File: config.mk
export PLATFORM = sky130hd
export DESIGN_NAME = calc_arbiter_flat
export DESIGN_NICKNAME = d
export VERILOG_FILES = /design/src/rtl/calc_arbiter_if.sv /design/src/rtl/calc_arbiter.sv /design/src/flat_wrapper.sv
export SDC_FILE = /design/constraint.sdc
export NUM_CORES = 1
export LEC_CHECK = 0
export CORE_MARGIN = 5
export CORE_UTILIZATION = 40
export CTS_CLUSTER_SIZE = 12
export DETAILED_ROUTE_END_ITERATION = 7
export PLACE_DENSITY = 0.9
export SLEW_MARGIN = 20
export SYNTH_ARGS = -nofsm -noshare
export SYNTH_HDL_FRONTEND = slang
export SYNTH_SLANG_ARGS = --single-unit
File: constraint.sdc
create_clock -name clk -period 5.35 [get_ports clk]
set_input_delay 1.605 -clock clk [delete_from_list [all_inputs] [get_ports clk]]
set_output_delay 1.605 -clock clk [all_outputs]
set_load 0.02 [all_outputs]
File: src/rtl/calc_arbiter_if.sv
// Requester-side and calculator-side signals of the shared-calculator arbiter.
// The slave modport is the arbiter's view; the master modport is the environment's view.
interface calc_arbiter_if #(
    parameter int unsigned NUM_REQ = 4
);
    logic [NUM_REQ-1:0]    req_valid;
    logic [NUM_REQ-1:0]    req_ready;
    logic [16*NUM_REQ-1:0] req_a;
    logic [16*NUM_REQ-1:0] req_b;
    logic [2*NUM_REQ-1:0]  req_op;
    logic [NUM_REQ-1:0]    resp_valid;
    logic [NUM_REQ-1:0]    resp_ready;
    logic [15:0]           resp_result;
    logic                  resp_error;
    logic [15:0]           calc_a;
    logic [15:0]           calc_b;
    logic                  calc_add;
    logic                  calc_subtract;
    logic                  calc_divide;
    logic                  calc_multiply;
    logic [15:0]           calc_result;
    logic                  calc_invalid_input;
    logic                  busy;

    modport slave (
        input  req_valid, req_a, req_b, req_op, resp_ready, calc_result, calc_invalid_input,
        output req_ready, resp_valid, resp_result, resp_error, calc_a, calc_b,
               calc_add, calc_subtract, calc_divide, calc_multiply, busy
    );

    modport master (
        output req_valid, req_a, req_b, req_op, resp_ready, calc_result, calc_invalid_input,
        input  req_ready, resp_valid, resp_result, resp_error, calc_a, calc_b,
               calc_add, calc_subtract, calc_divide, calc_multiply, busy
    );
endinterface

File: src/rtl/calc_arbiter.sv
// Round-robin arbiter sharing one 16-bit calculator among NUM_REQ requesters:
// grant, hold operands for CALC_LATENCY cycles, capture result, return it to the winner.
module calc_arbiter #(
    parameter int unsigned NUM_REQ      = 4,
    parameter int unsigned CALC_LATENCY = 1
) (
    input  logic          clk,
    input  logic          rst_n,
    calc_arbiter_if.slave bus
);

    localparam int unsigned IDX_W = (NUM_REQ > 1) ? $clog2(NUM_REQ) : 1;
    localparam int unsigned CNT_W = (CALC_LATENCY >= 1) ? $clog2(CALC_LATENCY + 1) : 1;

    localparam logic [1:0] OP_ADD = 2'd0;
    localparam logic [1:0] OP_SUB = 2'd1;
    localparam logic [1:0] OP_DIV = 2'd2;
    localparam logic [1:0] OP_MUL = 2'd3;

    generate
        if (NUM_REQ < 2 || NUM_REQ > 8 || CALC_LATENCY < 1) begin : g_bad_param
            $error("calc_arbiter: NUM_REQ must be 2..8 and CALC_LATENCY >= 1");
        end
    endgenerate

    typedef enum logic [1:0] {
        IDLE = 2'd0,
        EXEC = 2'd1,
        RESP = 2'd2
    } state_e;

    typedef struct packed {
        logic [15:0] a;
        logic [15:0] b;
        logic [1:0]  op;
    } calc_req_t;

    state_e           state_q, state_d;
    logic [IDX_W-1:0] ptr_q, ptr_d;
    logic [IDX_W-1:0] gnt_q, gnt_d;
    logic [CNT_W-1:0] cnt_q, cnt_d;
    calc_req_t        req_q, req_d;
    logic             dz_q, dz_d;
    logic [15:0]      res_q, res_d;
    logic             err_q, err_d;
    logic             busy_q;

    logic             found;
    logic [IDX_W-1:0] gnt_idx;
    logic [IDX_W-1:0] cand;

    // First valid requester at or after the pointer, wrapping around.
    always_comb begin
        found   = 1'b0;
        gnt_idx = '0;
        cand    = '0;
        for (int unsigned i = 0; i < NUM_REQ; i++) begin
            cand = IDX_W'((32'(ptr_q) + i) % NUM_REQ);
            if (!found && bus.req_valid[cand]) begin
                found   = 1'b1;
                gnt_idx = cand;
            end
        end
    end

    always_ff @(posedge clk or negedge rst_n) begin
        if (!rst_n) begin
            state_q <= IDLE;
        end else begin
            state_q <= state_d;
        end
    end

    always_ff @(posedge clk or negedge rst_n) begin
        if (!rst_n) begin
            ptr_q  <= '0;
            gnt_q  <= '0;
            cnt_q  <= '0;
            req_q  <= '0;
            dz_q   <= 1'b0;
            res_q  <= '0;
            err_q  <= 1'b0;
            busy_q <= 1'b0;
        end else begin
            ptr_q  <= ptr_d;
            gnt_q  <= gnt_d;
            cnt_q  <= cnt_d;
            req_q  <= req_d;
            dz_q   <= dz_d;
            res_q  <= res_d;
            err_q  <= err_d;
            busy_q <= (state_d != IDLE);
        end
    end

    always_comb begin
        state_d = state_q;
        ptr_d   = ptr_q;
        gnt_d   = gnt_q;
        cnt_d   = cnt_q;
        req_d   = req_q;
        dz_d    = dz_q;
        res_d   = res_q;
        err_d   = err_q;
        unique case (state_q)
            IDLE: begin
                if (found) begin
                    gnt_d   = gnt_idx;
                    ptr_d   = (gnt_idx == IDX_W'(NUM_REQ - 1)) ? '0 : gnt_idx + IDX_W'(1);
                    req_d.a  = bus.req_a[16*gnt_idx +: 16];
                    req_d.b  = bus.req_b[16*gnt_idx +: 16];
                    req_d.op = bus.req_op[2*gnt_idx +: 2];
                    dz_d    = (req_d.op == OP_DIV) && (req_d.b == 16'd0);
                    cnt_d   = CNT_W'(CALC_LATENCY);
                    state_d = EXEC;
                end
            end
            EXEC: begin
                if (cnt_q == CNT_W'(1)) begin
                    // Divide by zero never reaches the calculator; its error is known up front.
                    res_d   = dz_q ? 16'd0 : bus.calc_result;
                    err_d   = dz_q | bus.calc_invalid_input;
                    state_d = RESP;
                end else begin
                    cnt_d = cnt_q - CNT_W'(1);
                end
            end
            RESP: begin
                if (bus.resp_ready[gnt_q]) begin
                    state_d = IDLE;
                end
            end
            default: state_d = IDLE;
        endcase
    end

    always_comb begin
        bus.req_ready     = '0;
        bus.resp_valid    = '0;
        bus.calc_a        = '0;
        bus.calc_b        = '0;
        bus.calc_add      = 1'b0;
        bus.calc_subtract = 1'b0;
        bus.calc_divide   = 1'b0;
        bus.calc_multiply = 1'b0;
        bus.resp_result   = res_q;
        bus.resp_error    = err_q;
        bus.busy          = busy_q;
        // Grant strobe is combinational and suppressed while reset is held.
        if (state_q == IDLE && found && rst_n) begin
            bus.req_ready[gnt_idx] = 1'b1;
        end
        if (state_q == RESP) begin
            bus.resp_valid[gnt_q] = 1'b1;
        end
        if (state_q == EXEC) begin
            bus.calc_a = req_q.a;
            bus.calc_b = req_q.b;
            if (!dz_q) begin
                bus.calc_add      = (req_q.op == OP_ADD);
                bus.calc_subtract = (req_q.op == OP_SUB);
                bus.calc_divide   = (req_q.op == OP_DIV);
                bus.calc_multiply = (req_q.op == OP_MUL);
            end
        end
    end

endmodule

File: src/flat_wrapper.sv
// flat-port wrapper written by rule: the top's interface ports become plain ports
module calc_arbiter_flat 
#(
    parameter int unsigned NUM_REQ      = 4,
    parameter int unsigned CALC_LATENCY = 1
)
  (clk, rst_n, bus_req_valid, bus_req_a, bus_req_b, bus_req_op, bus_resp_ready, bus_calc_result, bus_calc_invalid_input, bus_req_ready, bus_resp_valid, bus_resp_result, bus_resp_error, bus_calc_a, bus_calc_b, bus_calc_add, bus_calc_subtract, bus_calc_divide, bus_calc_multiply, bus_busy);
  calc_arbiter_if #(.NUM_REQ(NUM_REQ)) bus_i ();
  input  logic clk;
  input  logic rst_n;
  input wire logic [$bits(bus_i.req_valid)-1:0] bus_req_valid;
  input wire logic [$bits(bus_i.req_a)-1:0] bus_req_a;
  input wire logic [$bits(bus_i.req_b)-1:0] bus_req_b;
  input wire logic [$bits(bus_i.req_op)-1:0] bus_req_op;
  input wire logic [$bits(bus_i.resp_ready)-1:0] bus_resp_ready;
  input wire logic [$bits(bus_i.calc_result)-1:0] bus_calc_result;
  input wire logic [$bits(bus_i.calc_invalid_input)-1:0] bus_calc_invalid_input;
  output wire logic [$bits(bus_i.req_ready)-1:0] bus_req_ready;
  output wire logic [$bits(bus_i.resp_valid)-1:0] bus_resp_valid;
  output wire logic [$bits(bus_i.resp_result)-1:0] bus_resp_result;
  output wire logic [$bits(bus_i.resp_error)-1:0] bus_resp_error;
  output wire logic [$bits(bus_i.calc_a)-1:0] bus_calc_a;
  output wire logic [$bits(bus_i.calc_b)-1:0] bus_calc_b;
  output wire logic [$bits(bus_i.calc_add)-1:0] bus_calc_add;
  output wire logic [$bits(bus_i.calc_subtract)-1:0] bus_calc_subtract;
  output wire logic [$bits(bus_i.calc_divide)-1:0] bus_calc_divide;
  output wire logic [$bits(bus_i.calc_multiply)-1:0] bus_calc_multiply;
  output wire logic [$bits(bus_i.busy)-1:0] bus_busy;
  assign bus_i.req_valid = bus_req_valid;
  assign bus_i.req_a = bus_req_a;
  assign bus_i.req_b = bus_req_b;
  assign bus_i.req_op = bus_req_op;
  assign bus_i.resp_ready = bus_resp_ready;
  assign bus_i.calc_result = bus_calc_result;
  assign bus_i.calc_invalid_input = bus_calc_invalid_input;
  assign bus_req_ready = bus_i.req_ready;
  assign bus_resp_valid = bus_i.resp_valid;
  assign bus_resp_result = bus_i.resp_result;
  assign bus_resp_error = bus_i.resp_error;
  assign bus_calc_a = bus_i.calc_a;
  assign bus_calc_b = bus_i.calc_b;
  assign bus_calc_add = bus_i.calc_add;
  assign bus_calc_subtract = bus_i.calc_subtract;
  assign bus_calc_divide = bus_i.calc_divide;
  assign bus_calc_multiply = bus_i.calc_multiply;
  assign bus_busy = bus_i.busy;
  calc_arbiter #(.NUM_REQ(NUM_REQ), .CALC_LATENCY(CALC_LATENCY)) u_core (.clk(clk), .rst_n(rst_n), .bus(bus_i));
endmodule
Word level (Yosys, flattened, before mapping)
Cells that the tools add are included.

operators by class
  $add $sub $neg = 5
  magnitude comparators = 8
  equality and inequality tests = 8
  shift operators = 3
  multiplexer cells = 43
  bitwise gates (word level) = 1
  reductions and logical operators = 19

operators with widths
  cell                   number
  $shiftx A64 B7 Y16     2
  $mux W16               3
  $mux W1                21
  $lt A2 B3 Y1 const B   6
  $logic_not A16 Y1      1
  $mux W2                8
  $bmux W1 S2            5
  $eq A2 B2 Y1 const B   5
  $logic_and A1 B1 Y1    8
  $mux W4                2
  $shiftx A8 B4 Y2       1
  $pmux W2 S3            1
  $reduce_and A2 Y1      3
  $add A2 B1 Y2 const B  2
  $add A2 B2 Y2 const B  2
  $demux W1 S2           2
  $eq A2 B1 Y1 const B   2
  $ge A2 B1 Y1 const B   2
  $logic_not A2 Y1       2
  $reduce_bool A2 Y1     2
  $logic_not A1 Y1       3
  $ne A2 B1 Y1 const B   1
  $pmux W1 S2            1
  $or A1 B1 Y1           1
  $sub A1 B1 Y1 const B  1

word-level totals
  flip-flop bits (word level) = 60
  output and inout bits = 62
  logic and storage cells = 98

Logic depth before layout (Yosys ltp)
Gate-level depths: netlist (run 1).

  word-level depth = 17
  gate-level depth with buffers = 11

Worst setup path after synthesis (run 1)
No wires, ideal clock.

  path kind = input to output
  start = input bus_req_valid[2]
  end = output bus_req_ready[0]
  arrival time = 3.386 ns
  required time = 3.745 ns
  setup slack = 0.359 ns
  stages on the path = 10
  cells stage by stage = nor2b_4 buf_6 a211o_1 and2_1 buf_2 inv_2 buf_2 buf_2 ha_1 and3_1

on the way
  longest elaborated chain between the ends = 17
  elaborated cells on any way between the ends = 30
  classes of those cells = 2 x order compare; 19 x mux; 9 x reduce/logical

ends and longest elaborated chain
  item                                                                RTL line             RTL
  from (decl)                                                         flat_wrapper.sv:11   input wire logic [$bits(bus_i.req_valid)-1:0] bus_req_valid;
  $bmux W1 S2                                                         calc_arbiter.sv:59   if (!found && bus.req_valid[cand]) begin
  $mux W1 (not written as such)                                       calc_arbiter.sv:59
  $mux W1                                                             calc_arbiter.sv:59
  $logic_not A1 Y1                                                    calc_arbiter.sv:59
  $logic_and A1 B1 Y1                                                 calc_arbiter.sv:59
  $mux W1                                                             calc_arbiter.sv:59
  $logic_not A1 Y1                                                    calc_arbiter.sv:59
  $logic_and A1 B1 Y1                                                 calc_arbiter.sv:59
  $mux W1                                                             calc_arbiter.sv:59
  $logic_not A1 Y1                                                    calc_arbiter.sv:59
  $logic_and A1 B1 Y1                                                 calc_arbiter.sv:59
  $mux W2                                                             calc_arbiter.sv:59
  $lt A2 B3 Y1 (not written as such) or $ge A2 B1 Y1 (tied branches)  calc_arbiter.sv:151  bus.req_ready[gnt_idx] = 1'b1;
  $logic_and A1 B1 Y1 (not written as such)                           calc_arbiter.sv:151
  $mux W1 (not written as such)                                       calc_arbiter.sv:151
  $demux W1 S2                                                        n/a
  $mux W4 (*)                                                         calc_arbiter.sv:150  if (state_q == IDLE && found && rst_n) begin
  to (decl)                                                           flat_wrapper.sv:18   output wire logic [$bits(bus_i.req_ready)-1:0] bus_req_ready;

Every way passes the cells marked *; elsewhere a longest branch is shown, timed or not. The select of a mux whose other input is x is not followed.

Worst setup path after layout (run 1)
  start = input bus_req_valid[2]
  end = output bus_req_ready[3]

The elaborated chain is that of the path after synthesis.

==> results of run 1 <==
[critical path: stages]
cell,delay [ps]
clkdlybuf4s50_1,450
nor2b_1,190
or4_4,550
nand2_4,130
ha_1,180
and3_1,160
dlygate4sd2_1,360
[kinds of logic after synthesis]
kind of cell | count (synthesis) | share of synthesized area [%]
adders and majority gates | 4 | 1.20
DFF | 60 | 36.1
muxes | 2 | 0.811
and+or+nand+nor | 379 | 44.2
AOI/OAI and AO/OA | 83 | 12.1
buffers and inverters | 49 | 5.68
[registers in the layout, indices dropped and copies added (netlist names)]
| name | cells |
|---|---|
| u_core.req_q | 34 |
| u_core.bus.resp_result | 16 |
| u_core.gnt_q | 2 |
| u_core.ptr_q | 2 |
| u_core.state_q | 2 |
| u_core.bus.busy | 1 |
| u_core.bus.resp_error | 1 |
| u_core.cnt_q | 1 |
| u_core.dz_q | 1 |
[power by group through the flow]
stage / Combinational, mW / Sequential, mW / Clock, mW
finish: 2.05 / 0.838 / 0.481
floorplan: 1.19 / 0.867 / 0
global route: 2.26 / 0.869 / 0.511
detailed placement: 2.05 / 0.843 / 0
CTS: 2.05 / 0.837 / 0.487
global placement: 1.98 / 0.831 / 0
[path summary, 6_finish.rpt]
path | depth (start not counted) | startpoint | to | slack [ps]
max | 7 | bus_req_valid[2] | bus_req_ready[3] | 110
min | 2 | u_core.req_q[8]$_DFFE_PN0P_ | u_core.req_q[8]$_DFFE_PN0P_ | 470
max reg2reg | 7 | u_core.ptr_q[1]$_DFFE_PN0P_ | u_core.dz_q$_DFFE_PN0P_ | 2680
min reg2reg | 2 | u_core.req_q[8]$_DFFE_PN0P_ | u_core.req_q[8]$_DFFE_PN0P_ | 470
max in group asynchronous | 2 | rst_n | u_core.bus.resp_result[9]$_DFFE_PN0P_ | 3240
min in group asynchronous | 1 | rst_n | u_core.req_q[25]$_DFFE_PN0P_ | 1180
[what timing repair did]
item                       in CTS  in global routing
resized for setup               4                  4
setup endpoints to repair       4                  4
pin swaps                       0                  0
[metal layers]
layer / share of wire (%) / wire length [microns] / vias to the layer above
met5: 0 / 0 / -
met4: 2.3 / 350 / 0
met3: 7.3 / 1120 / 30
met2: 51 / 7800 / 230
met1: 39 / 6040 / 2325
li1: - / - / 2419
[stage by stage]
step | hold WS [ps] | utilization (%) | std cells
after global placement | 451 | 64.4 | 922
after detailed placement | 455 | 64.4 | 922
after global routing | 496 | 66.7 | 938
after floorplan | 438 | - | 577
final | 470 | 66.7 | 938
after CTS | 471 | 66.6 | 938
[cell type report]
| type | instances | share of cell area [%] |
|---|---|---|
| Timing Repair Buffer | 256 | 36.2 |
| Clock buffer | 11 | 1.93 |
| Sequential cell | 60 | 22.0 |
| Inverter | 2 | 0.110 |
| Tap cell | 136 | 2.49 |
| Multi-Input combinational cell | 468 | 35.8 |
| Clock inverter | 5 | 1.47 |
[cells in the final DEF (no fill, tap or decap), drive strengths merged, types with 4 or more instances in the layout]
master	netlist	layout
and3	6	6
nor4	13	13
buf	20	33
nor3b	10	10
a22oi	4	4
a32oi	8	8
and2	33	33
nand2b	18	18
dfrtp	60	60
nor2b	4	4
clkdlybuf4s50	0	219
nand3	100	100
ha	4	4
o21ai	57	57
clkbuf	27	12
nand2	177	177
a221oi	8	8
nor2	6	6
==> impl_metrics.ini, run 1 <==
[status]
status = complete, no violations

[critical_path]
cp-end-kind = output pin
required_ps = 3740
critical_path_class = primary input to output pin
cp-start-kind = primary input
cp_max_fo = 6
arrival_ps = 3640

[routing]
drt_first_pass_iters = 6
via_per_inst = 5.33
route.detailed.drc = 0
antenna_left = 0
wl_mm = 15.3
drt-wirelength-per-cell_microns = 16.3
via_count = 5004
drtIter0Drc = 469

[synthesis]
async_reset_ff_share_pct = 100
ys_ff_latch = 60
ys_top_cells_by_area = dfrtp_1, nand2_1, nand3_1
yosysSeqAreaShare_pct = 36.1
synth_edf_count = 0
synth_flop_cell = dfrtp_1
postSynthCellCount = 577
yosysMostFrequentCell = nand2_1
synth_top_area_share_pct = 36.1
ys_warn_count = 0
synth_common_cells = nand2_1, nand3_1, dfrtp_1
synth_area_per_cell_sq_um = 7.21
synth.largest_area_cell = dfrtp_1
synth_fp_nets = 744
synth.distinct_cells = 42
syn_area_sq_mm = 0.00416

[sta]
tns_ps = 0
min_period_ps = 5240
hold_viol_final = 0
rsz0062_at_grt = no
relSlewSlack_pct = 40.6
setup_ws_ps = 110
drv_slew = 0
fmax_mhz = 191
finalSetupViolCount = 0
post-route-period-util_pct = 97.9
tightest_slew_ps = 889
skew_ps = 10.1

[grt]
grt_use_total_pct = 23.7
grt_pass1_vias = 5138
grt_start_max_net_pins = 50
gr-usage-met2_pct = 42.3
antenna_found_initial = 0
top_usage_layer = met2
gr-usage-met3_pct = 5.01
grt_remaining_overflow = 0
grt_pass1_wl_mm = 24.8
met1_usage_pct = 28.7

[clocking]
clockBufferDepth = 2
cts_tree = built
numCtsBuffers = 9
h-tree-depth = 3
hold_buffers = 0
clk-insertion-delay-late_ps = 330
cts-root-buf = clkbuf_8
clkTransAtPathRegs_ps = 60
post_cts_buffers = 0
clock-sinks = 60

[die]
dieArea_sq_mm = 0.0125
initial_core_util_pct = 40.7
die_x_microns = 112
boundaryPins = 225
core_area_sq_mm = 0.0102
row_count = 37
die-height_microns = 112

[layout]
drive_gt1_share_pct = 7.98
nets = 964
fillers = 822
ff_latch_area_sq_mm = 0.00150
stdcell_area_sq_mm = 0.00682
multiInputGateArea_sq_mm = 0.00244
area_growth_pct = 63.9
diodes = 0

[power]
combinationalPowerShare_pct = 60.8
seqPwrFrac_pct = 24.9
clkPwrFrac_pct = 14.3
cellPowerDensity_mw_per_mm2 = 494
intPower_mw = 1.87
switching_share_pct = 44.4
power_mw = 3.37
switchingPower_mw = 1.50
leakagePower_nw = 2.99
ir_drop_v = 0.000308

[place]
finalWeightedCongestion = 0.904
dpl_worst_slack_ps = -214
placement.io_buffers = 224
dpl.hpwl_mm = 12.0
dpl_cell_area_sq_mm = 0.00659

[min_path]
hp-class = register to register

[job]
cap_violations = 0
No activity file was read; power rests on OpenSTA's default activity.
==> run 2: changes to the inputs <==
==> constraint.sdc (replaced) <==
create_clock -name clk -period 5.35 [get_ports clk]
set_input_delay 1.605 -clock clk [delete_from_list [all_inputs] [get_ports clk]]
set_output_delay 1.605 -clock clk [all_outputs]
set_load 0.005 [all_outputs]
==> run 2 against run 1 <==
- hold slack got worse by 3.3 ps
- register-to-register slack hardly changed
- core utilization is 0.57 points lower
- via count is 0.46% higher
- sequential cell count stayed put
- worst setup slack better by 55 ps
- first-iteration DRC count fell by 20%
- global-route usage is essentially flat
==> impl_metrics.ini, run 2 (synthesis results as in run 1) <==
[layout]
area_growth_pct = 62.5
diodes = 0
drive_gt1_share_pct = 7.52
largest_reg_flops = 34
top_register = u_core.req_q
utilization_pct = 66.1
final_common_cell = clkdlybuf4s50_1
most-common-layout-cells = clkdlybuf4s50_1, nand2_1, nand3_1
nets = 960

[critical_path]
cp_max_fo = 6
cp-end-kind = output pin
arrival_ps = 3580
critical_path_class = primary input to output pin
cp-start-kind = primary input
required_ps = 3740

[routing]
wl_mm = 15.3
drt_first_pass_iters = 5
drt-wirelength-per-cell_microns = 16.3
via_per_inst = 5.38
antenna_left = 0
route.detailed.drc = 0
drtIter0Drc = 373
via_count = 5027

[sta]
post-route-period-util_pct = 96.9
relSlewSlack_pct = 39.4
drv_slew = 0
setup_ws_ps = 165
finalSetupViolCount = 0
rsz0062_at_grt = no
fmax_mhz = 193
skew_ps = 6.63
min_period_ps = 5180
hold_viol_final = 0
tightest_slew_ps = 907

[place]
dpl_worst_slack_ps = -71.1
placement.io_buffers = 224
finalWeightedCongestion = 0.879
dpl.hpwl_mm = 11.9

[clocking]
h-tree-depth = 3
post_cts_buffers = 0
hold_buffers = 0
clock-sinks = 60
numCtsBuffers = 9
cts-root-buf = clkbuf_8
clkTransAtPathRegs_ps = 60
cts_tree = built
clk-insertion-delay-late_ps = 320
clockBufferDepth = 2

[job]
cap_violations = 0

[die]
die_x_microns = 112
initial_core_util_pct = 40.7
die-height_microns = 112
boundaryPins = 225
dieArea_sq_mm = 0.0125
row_count = 37
core_area_sq_mm = 0.0102

[grt]
grt_remaining_overflow = 0
grt_pass1_vias = 5113
grt_pass1_wl_mm = 24.7
grt_use_total_pct = 23.7
grt_start_max_net_pins = 49
antenna_found_initial = 0

[power]
ir_drop_v = 0.000222
cellPowerDensity_mw_per_mm2 = 454
leakagePower_nw = 2.98

[status]
status = complete, no violations

[min_path]
hp-class = register to register
-- run 2: cell count changes in the layout (fill, tap and decap cells not counted) --
cell / previous run / this run
buf_4: 32 / 28
bufinv_16: 3 / 1
dlymetal6s2s_1: 0 / 2
clkbuf_2: 1 / 0
clkinv_2: 2 / 3
clkinvlp_4: 0 / 1
dlygate4sd2_1: 3 / 2
nor2b_1: 2 / 1
nor2b_4: 1 / 2
-- run 2: layout make-up --
class | count | area (sq um)
Clock buffer | 11 | 131
Clock inverter | 5 | 52.6
Fill cell | 833 | 3470
Inverter | 2 | 7.51
Multi-Input combinational cell | 468 | 2450
Sequential cell | 60 | 1500
Tap cell | 136 | 170
Timing Repair Buffer | 252 | 2450
-- run 2: through the flow --
stage | total power, mW | instances | TNS, ps | hold slack [ps] | area (sq um)
finish | 3.07 | 934 | 0 | 467 | 6760
global route | 3.35 | 934 | 0 | 493 | 6760
CTS | 3.08 | 934 | 0 | 471 | 6750
detailed placement | 2.69 | 918 | -165 | 455 | 6560
global placement | 2.60 | 918 | -42.4 | 452 | 6560
floorplan | 1.87 | 577 | 0 | 438 | 4160
-- run 2: path summary, 6_finish.rpt --
path	to	start	slack, ps	depth (start not counted)
min	u_core.req_q[17]$_DFFE_PN0P_	u_core.req_q[17]$_DFFE_PN0P_	470	2
min in group asynchronous	u_core.req_q[31]$_DFFE_PN0P_	rst_n	1180	1
max in group asynchronous	u_core.ptr_q[0]$_DFFE_PN0P_	rst_n	3250	2
max	bus_req_ready[2]	bus_req_valid[2]	170	8
min reg2reg	u_core.req_q[17]$_DFFE_PN0P_	u_core.req_q[17]$_DFFE_PN0P_	470	2
max reg2reg	u_core.dz_q$_DFFE_PN0P_	u_core.ptr_q[1]$_DFFE_PN0P_	2690	7
-- run 2: worst max-delay path, cell delays in order --
cell and delay [ps]:
clkdlybuf4s50_1 460, nor2b_2 200, or4_4 530, nand2_4 110
inv_2 60, ha_1 160, and3_1 170, dlygate4sd2_1 270
-- run 2: power by group --
group	leakage, nW	switching (mW)	total [mW]	internal (mW)
Clock	0.0931	0.172	0.385	0.213
Sequential	0.731	0.162	0.842	0.681
Combinational	2.16	0.969	1.84	0.873
Total	2.98	1.30	3.07	1.77
-- run 2: timing repair --
item | in CTS | in global routing
endpoints found under the setup margin | 4 | 2
resized for setup | 4 | 3
pin swaps | 1 | 0
-- run 2: per-layer routing --
metal  GRT usage [%]  vias to the layer above  wire, microns
met1            27.1                     2356           5940
li1                -                     2412              -
met2            42.7                      217           7730
met4            9.05                        0            416
met3            5.77                       42           1180
met5               0                        -              0
==> run 3: changes to the inputs <==
--- a/config.mk
+++ b/config.mk
@@ -10,7 +10,7 @@
 export CTS_CLUSTER_SIZE = 12
 export DETAILED_ROUTE_END_ITERATION = 7
 export PLACE_DENSITY = 0.9
-export SLEW_MARGIN = 20
+export SLEW_MARGIN = 40
 export SYNTH_ARGS = -nofsm -noshare
 export SYNTH_HDL_FRONTEND = slang
 export SYNTH_SLANG_ARGS = --single-unit
==> run 3 against run 2 <==
- die area stayed put
- via count down 0.18%
- highest routed layer unchanged
- clock skew grew 1.0 ps
- worst setup slack worse by 9.5 ps
- critical path type unchanged
==> impl_metrics.ini, run 3 (synthesis results as in run 1) <==
[layout]
area_growth_pct = 63.6
drive_gt1_share_pct = 7.64
diodes = 0
nets = 960
fillers = 839
top_register = u_core.req_q
largest_reg_flops = 34
utilization_pct = 66.6
layout.cells.non_filler = 934
stdcell_area_sq_mm = 0.00681
final_common_cell = clkdlybuf4s50_1
ff_latch_area_sq_mm = 0.00150
most-common-layout-cells = clkdlybuf4s50_1, nand2_1, nand3_1
multiInputGateArea_sq_mm = 0.00245

[die]
die-height_microns = 112
core_area_sq_mm = 0.0102
initial_core_util_pct = 40.7
dieArea_sq_mm = 0.0125
boundaryPins = 225
row_count = 37
die_x_microns = 112

[clocking]
clockBufferDepth = 2
cts-root-buf = clkbuf_8
cts_tree = built
clk-insertion-delay-late_ps = 330
numCtsBuffers = 9
h-tree-depth = 3
post_cts_buffers = 0
clock-sinks = 60
clkTransAtPathRegs_ps = 60

[grt]
antenna_found_initial = 0
grt_start_max_net_pins = 49
grt_pass1_vias = 5066
grt_remaining_overflow = 0
grt_use_total_pct = 23.6
grt_pass1_wl_mm = 24.4

[routing]
drt-wirelength-per-cell_microns = 16.4
route.detailed.drc = 0
via_count = 5018
drt_first_pass_iters = 7
via_per_inst = 5.37
antenna_left = 0
wl_mm = 15.3
drtIter0Drc = 411

[power]
ir_drop_v = 0.000263
cellPowerDensity_mw_per_mm2 = 465
leakagePower_nw = 3.00

[critical_path]
path_buf_inv = 3
crit_family = simple AND/OR/NAND/NOR gates
cp_slowest_cell = or4_4
required_ps = 3740
cp-end-kind = output pin
slowest_delay_ps = 540
cp-start-kind = primary input
path_cells = clkdlybuf4s50_1 -> nor2b_2 -> or4_4 -> nand2_4 -> inv_2 -> ha_1 -> and3_1 -> dlygate4sd2_1
cp_max_fo = 6
cp.depth = 8
rr_worst_depth = 7
arrival_ps = 3590
critical_path_class = primary input to output pin

[sta]
finalSetupViolCount = 0
tns_ps = 0
tightest_slew_ps = 671
drv_slew = 0
min_period_ps = 5190
relSlewSlack_pct = 55.3
post-route-period-util_pct = 97.1
hold_viol_final = 0
skew_ps = 7.66
whs_ps = 465
rsz0062_at_grt = no
fmax_mhz = 193

[min_path]
holdPathStages = 2
hp-class = register to register

[place]
dpl.hpwl_mm = 11.9
dpl_cell_area_sq_mm = 0.00657
finalWeightedCongestion = 0.879
placement.io_buffers = 224
dp_cells = 918

[job]
cap_violations = 0

[status]
status = complete, no violations
run 3: cell count changes in the layout (fill, tap and decap cells not counted):
cell            change
clkinvlp_4          -1
nand2_1             -1
dlymetal6s2s_1      -1
nand2_2             +1
dlygate4sd2_1       +1
bufinv_16           +2
clkinv_2            -1
run 3: worst paths after layout:
kind	to	from	slack (ps)
hold / removal	u_core.req_q[17]$_DFFE_PN0P_	u_core.req_q[17]$_DFFE_PN0P_	460
hold reg to reg	u_core.req_q[17]$_DFFE_PN0P_	u_core.req_q[17]$_DFFE_PN0P_	460
min in group asynchronous	u_core.req_q[27]$_DFFE_PN0P_	rst_n	1180
setup / recovery	bus_req_ready[2]	bus_req_valid[2]	160
setup reg to reg	u_core.dz_q$_DFFE_PN0P_	u_core.ptr_q[1]$_DFFE_PN0P_	2670
max in group asynchronous	u_core.req_q[4]$_DFFE_PN0P_	rst_n	3240
run 3: through the flow:
| stage | power (mW) | setup slack, ps |
|---|---|---|
| floorplan | 1.87 | 462 |
| global placement | 2.60 | -29.4 |
| detailed placement | 2.69 | -75.5 |
| CTS | 3.18 | 8.14 |
| global route | 3.44 | 90.0 |
| finish | 3.17 | 156 |
run 3: report_power, final:
group	internal (mW)	leakage, nW	switching, mW	total (mW)
logic	0.873	2.15	0.972	1.85
clock network	0.308	0.117	0.172	0.480
registers	0.680	0.731	0.163	0.844
run 3: cell type report:
type	count	area share, %
Clock buffer	11	1.93
Inverter	2	0.110
Multi-Input combinational cell	468	36.0
Clock inverter	5	1.47
Sequential cell	60	22.1
Timing Repair Buffer	252	35.9
Tap cell	136	2.50
run 3: repair_timing:
action / CTS / global route
hold buffers: 0 / 0
endpoints found under the setup margin: 4 / 1
pin swaps: 1 / 0
gates resized for setup: 5 / 2
run 3: per-layer routing:
metal	routed length, microns	GRT usage [%]
met1	5980	27.2
met3	1100	5.55
met5	0	0
met2	7840	42.5
met4	357	8.81
run 3: tightest hold or removal path, cell delays in order (launching register included):
cell     delay, ps
dfrtp_1        330
nand2_1         50
nand2_1         50
==> RTL change, RTL diff (config.mk and constraints of run 3) <==
`NUM_REQ` is set to 4 in 3 places; all go to 2.
--- a/src/rtl/calc_arbiter_if.sv
+++ b/src/rtl/calc_arbiter_if.sv
@@ -1,7 +1,7 @@
 // Requester-side and calculator-side signals of the shared-calculator arbiter.
 // The slave modport is the arbiter's view; the master modport is the environment's view.
 interface calc_arbiter_if #(
-    parameter int unsigned NUM_REQ = 4
+    parameter int unsigned NUM_REQ = 2
 );
     logic [NUM_REQ-1:0]    req_valid;
     logic [NUM_REQ-1:0]    req_ready;
--- a/src/rtl/calc_arbiter.sv
+++ b/src/rtl/calc_arbiter.sv
@@ -1,7 +1,7 @@
 // Round-robin arbiter sharing one 16-bit calculator among NUM_REQ requesters:
 // grant, hold operands for CALC_LATENCY cycles, capture result, return it to the winner.
 module calc_arbiter #(
-    parameter int unsigned NUM_REQ      = 4,
+    parameter int unsigned NUM_REQ      = 2,
     parameter int unsigned CALC_LATENCY = 1
 ) (
     input  logic          clk,
--- a/src/flat_wrapper.sv
+++ b/src/flat_wrapper.sv
@@ -1,7 +1,7 @@
 // flat-port wrapper written by rule: the top's interface ports become plain ports
 module calc_arbiter_flat 
 #(
-    parameter int unsigned NUM_REQ      = 4,
+    parameter int unsigned NUM_REQ      = 2,
     parameter int unsigned CALC_LATENCY = 1
 )
   (clk, rst_n, bus_req_valid, bus_req_a, bus_req_b, bus_req_op, bus_resp_ready, bus_calc_result, bus_calc_invalid_input, bus_req_ready, bus_resp_valid, bus_resp_result, bus_resp_error, bus_calc_a, bus_calc_b, bus_calc_add, bus_calc_subtract, bus_calc_divide, bus_calc_multiply, bus_busy);
Interface: changed (7 resized); port bits go from 225 to 149. The function was not compared with the original's and may differ.
==> RTL change against run 3 <==
  * Sequential share of layout area grew 8.6 points
  * Global-route usage fell by 3.8 points
  * Final cell count down 40%
  * Sequential cell count down 2
  * Sequential power down 8.8%
  * Synthesized area is 29% lower
  * Critical path depth shrank 3
  * Cell area is 31% lower
  * Worst setup slack better by 0.36 ns
  * Routed wire length is 43% lower
  * Hold slack worse by 0.00077 ns
  * First-iteration DRC count fell by 83%
  * Register-to-register slack improved by 0.77 ns
  * Power shrank 30%
  * Critical endpoint is now bus_req_ready[1]
  * Largest cell class is now non-clock buffers
  * Largest power group unchanged
==> RTL change: results <==
final_layout:
  filler_cell_count: 610
  final_area_um2: 4730
  largest_register_ffs: 34
  fin_nets: 551
  drive_above_1_share_pct: 6.88
  fin_cells: 564
route:
  drt_first_pass_iters: 4
  met1Wirelength_um: 3350
  vias: 2829
  route.met3.wl_um: 779
  met2_length_um: 4340
  wl_um: 8720
  drt-initial-drc-count: 68
worst_setup_path:
  rr_startpoint: "u_core.state_q[0]$_DFF_PN0_"
  cp.arrival_ns: 3.23
  rr_endpoint: "u_core.bus.resp_result[7]$_DFFE_PN0P_"
  r2r_slack_ns: 3.44
worst_hold_path:
  whs_endpoint: "u_core.req_q[23]$_DFFE_PN0N_"
  min_from: "u_core.req_q[23]$_DFFE_PN0N_"
grt:
  grt_first_pass_wirelength_um: 13900
  grt_max_degree: 42
  met2_usage_pct: 33.8
  grt_usage_pct: 19.8
  use_met3_pct: 7.51
  use_met1_pct: 22.0
synthesis:
  yosysSeqAreaShare_pct: 49.4
  synth_compound_area_share_pct: 14.1
  syn_avg_cell_area_um2: 9.36
  synth_nets: 405
  synth_area_leaders: "dfrtp_1 49%, nand2_1 9.5%, and2_1 7.2%, mux2i_1 5.8%, o21ai_0 5.6%"
  yosys.area_share.adder_pct: 0
  muxShareOfSynthArea_pct: 5.79
  yosys-top-cells-count: "74 x nand2_1, 58 x dfrtp_1, 34 x and2_1"
  synthFlopType: "dfrtp_1"
  yosysUniqueCellTypes: 40
power:
  leakagePower_nw: 2.08
  powerComb_uw: 961
  p_per_area_nw_per_um2: 467
  pg_clk_uw: 479
  internal-power_mw: 1.48
  peakVddDrop_mv: 0.239
placement:
  gp_congestion: 0.814
  placed_area_um2: 4500
  dp_hpwl_um: 6850
  dp_worst_setup_slack_ns: 0.526
timing:
  hold-worst-slack_ns: 0.464
  fin_skew_ns: 0.00542
  worstMarginPinSlew_ns: 0.696
  period_needed_ns: 4.84
outcome:
  outcome: "finished, final reports clean"
clock_network:
  clk_latency_ns: 0.33
  cts_repair_resize_count: 0
==> RTL change: worst max-delay path, stage by stage <==
cell	delay, ns
clkdlybuf4s50_1	0.57
and2b_4	0.28
nor3_4	0.12
and2_1	0.15
clkdlybuf4s50_1	0.52
==> RTL change: worst max path at each step <==
stage                          start               end  slack [ns]  cells past startpoint
finish              bus_req_valid[0]  bus_req_ready[1]        0.51                      5
detailed placement  bus_req_valid[0]  bus_req_ready[1]        0.53                      5
floorplan           bus_req_valid[1]  bus_req_ready[1]        1.26                      5
global route        bus_req_valid[0]  bus_req_ready[1]        0.47                      5
CTS                 bus_req_valid[0]  bus_req_ready[1]        0.52                      5
global placement    bus_req_valid[0]  bus_req_ready[1]        0.55                      5
==> RTL change: layout make-up <==
class	instances	area share, %
repair buffers	152	31.8
flip-flops and latches	58	30.7
multi-input cells	237	29.8
clock buffers	10	2.70
well taps	99	2.62
clock inverters	6	2.22
inverters	2	0.159
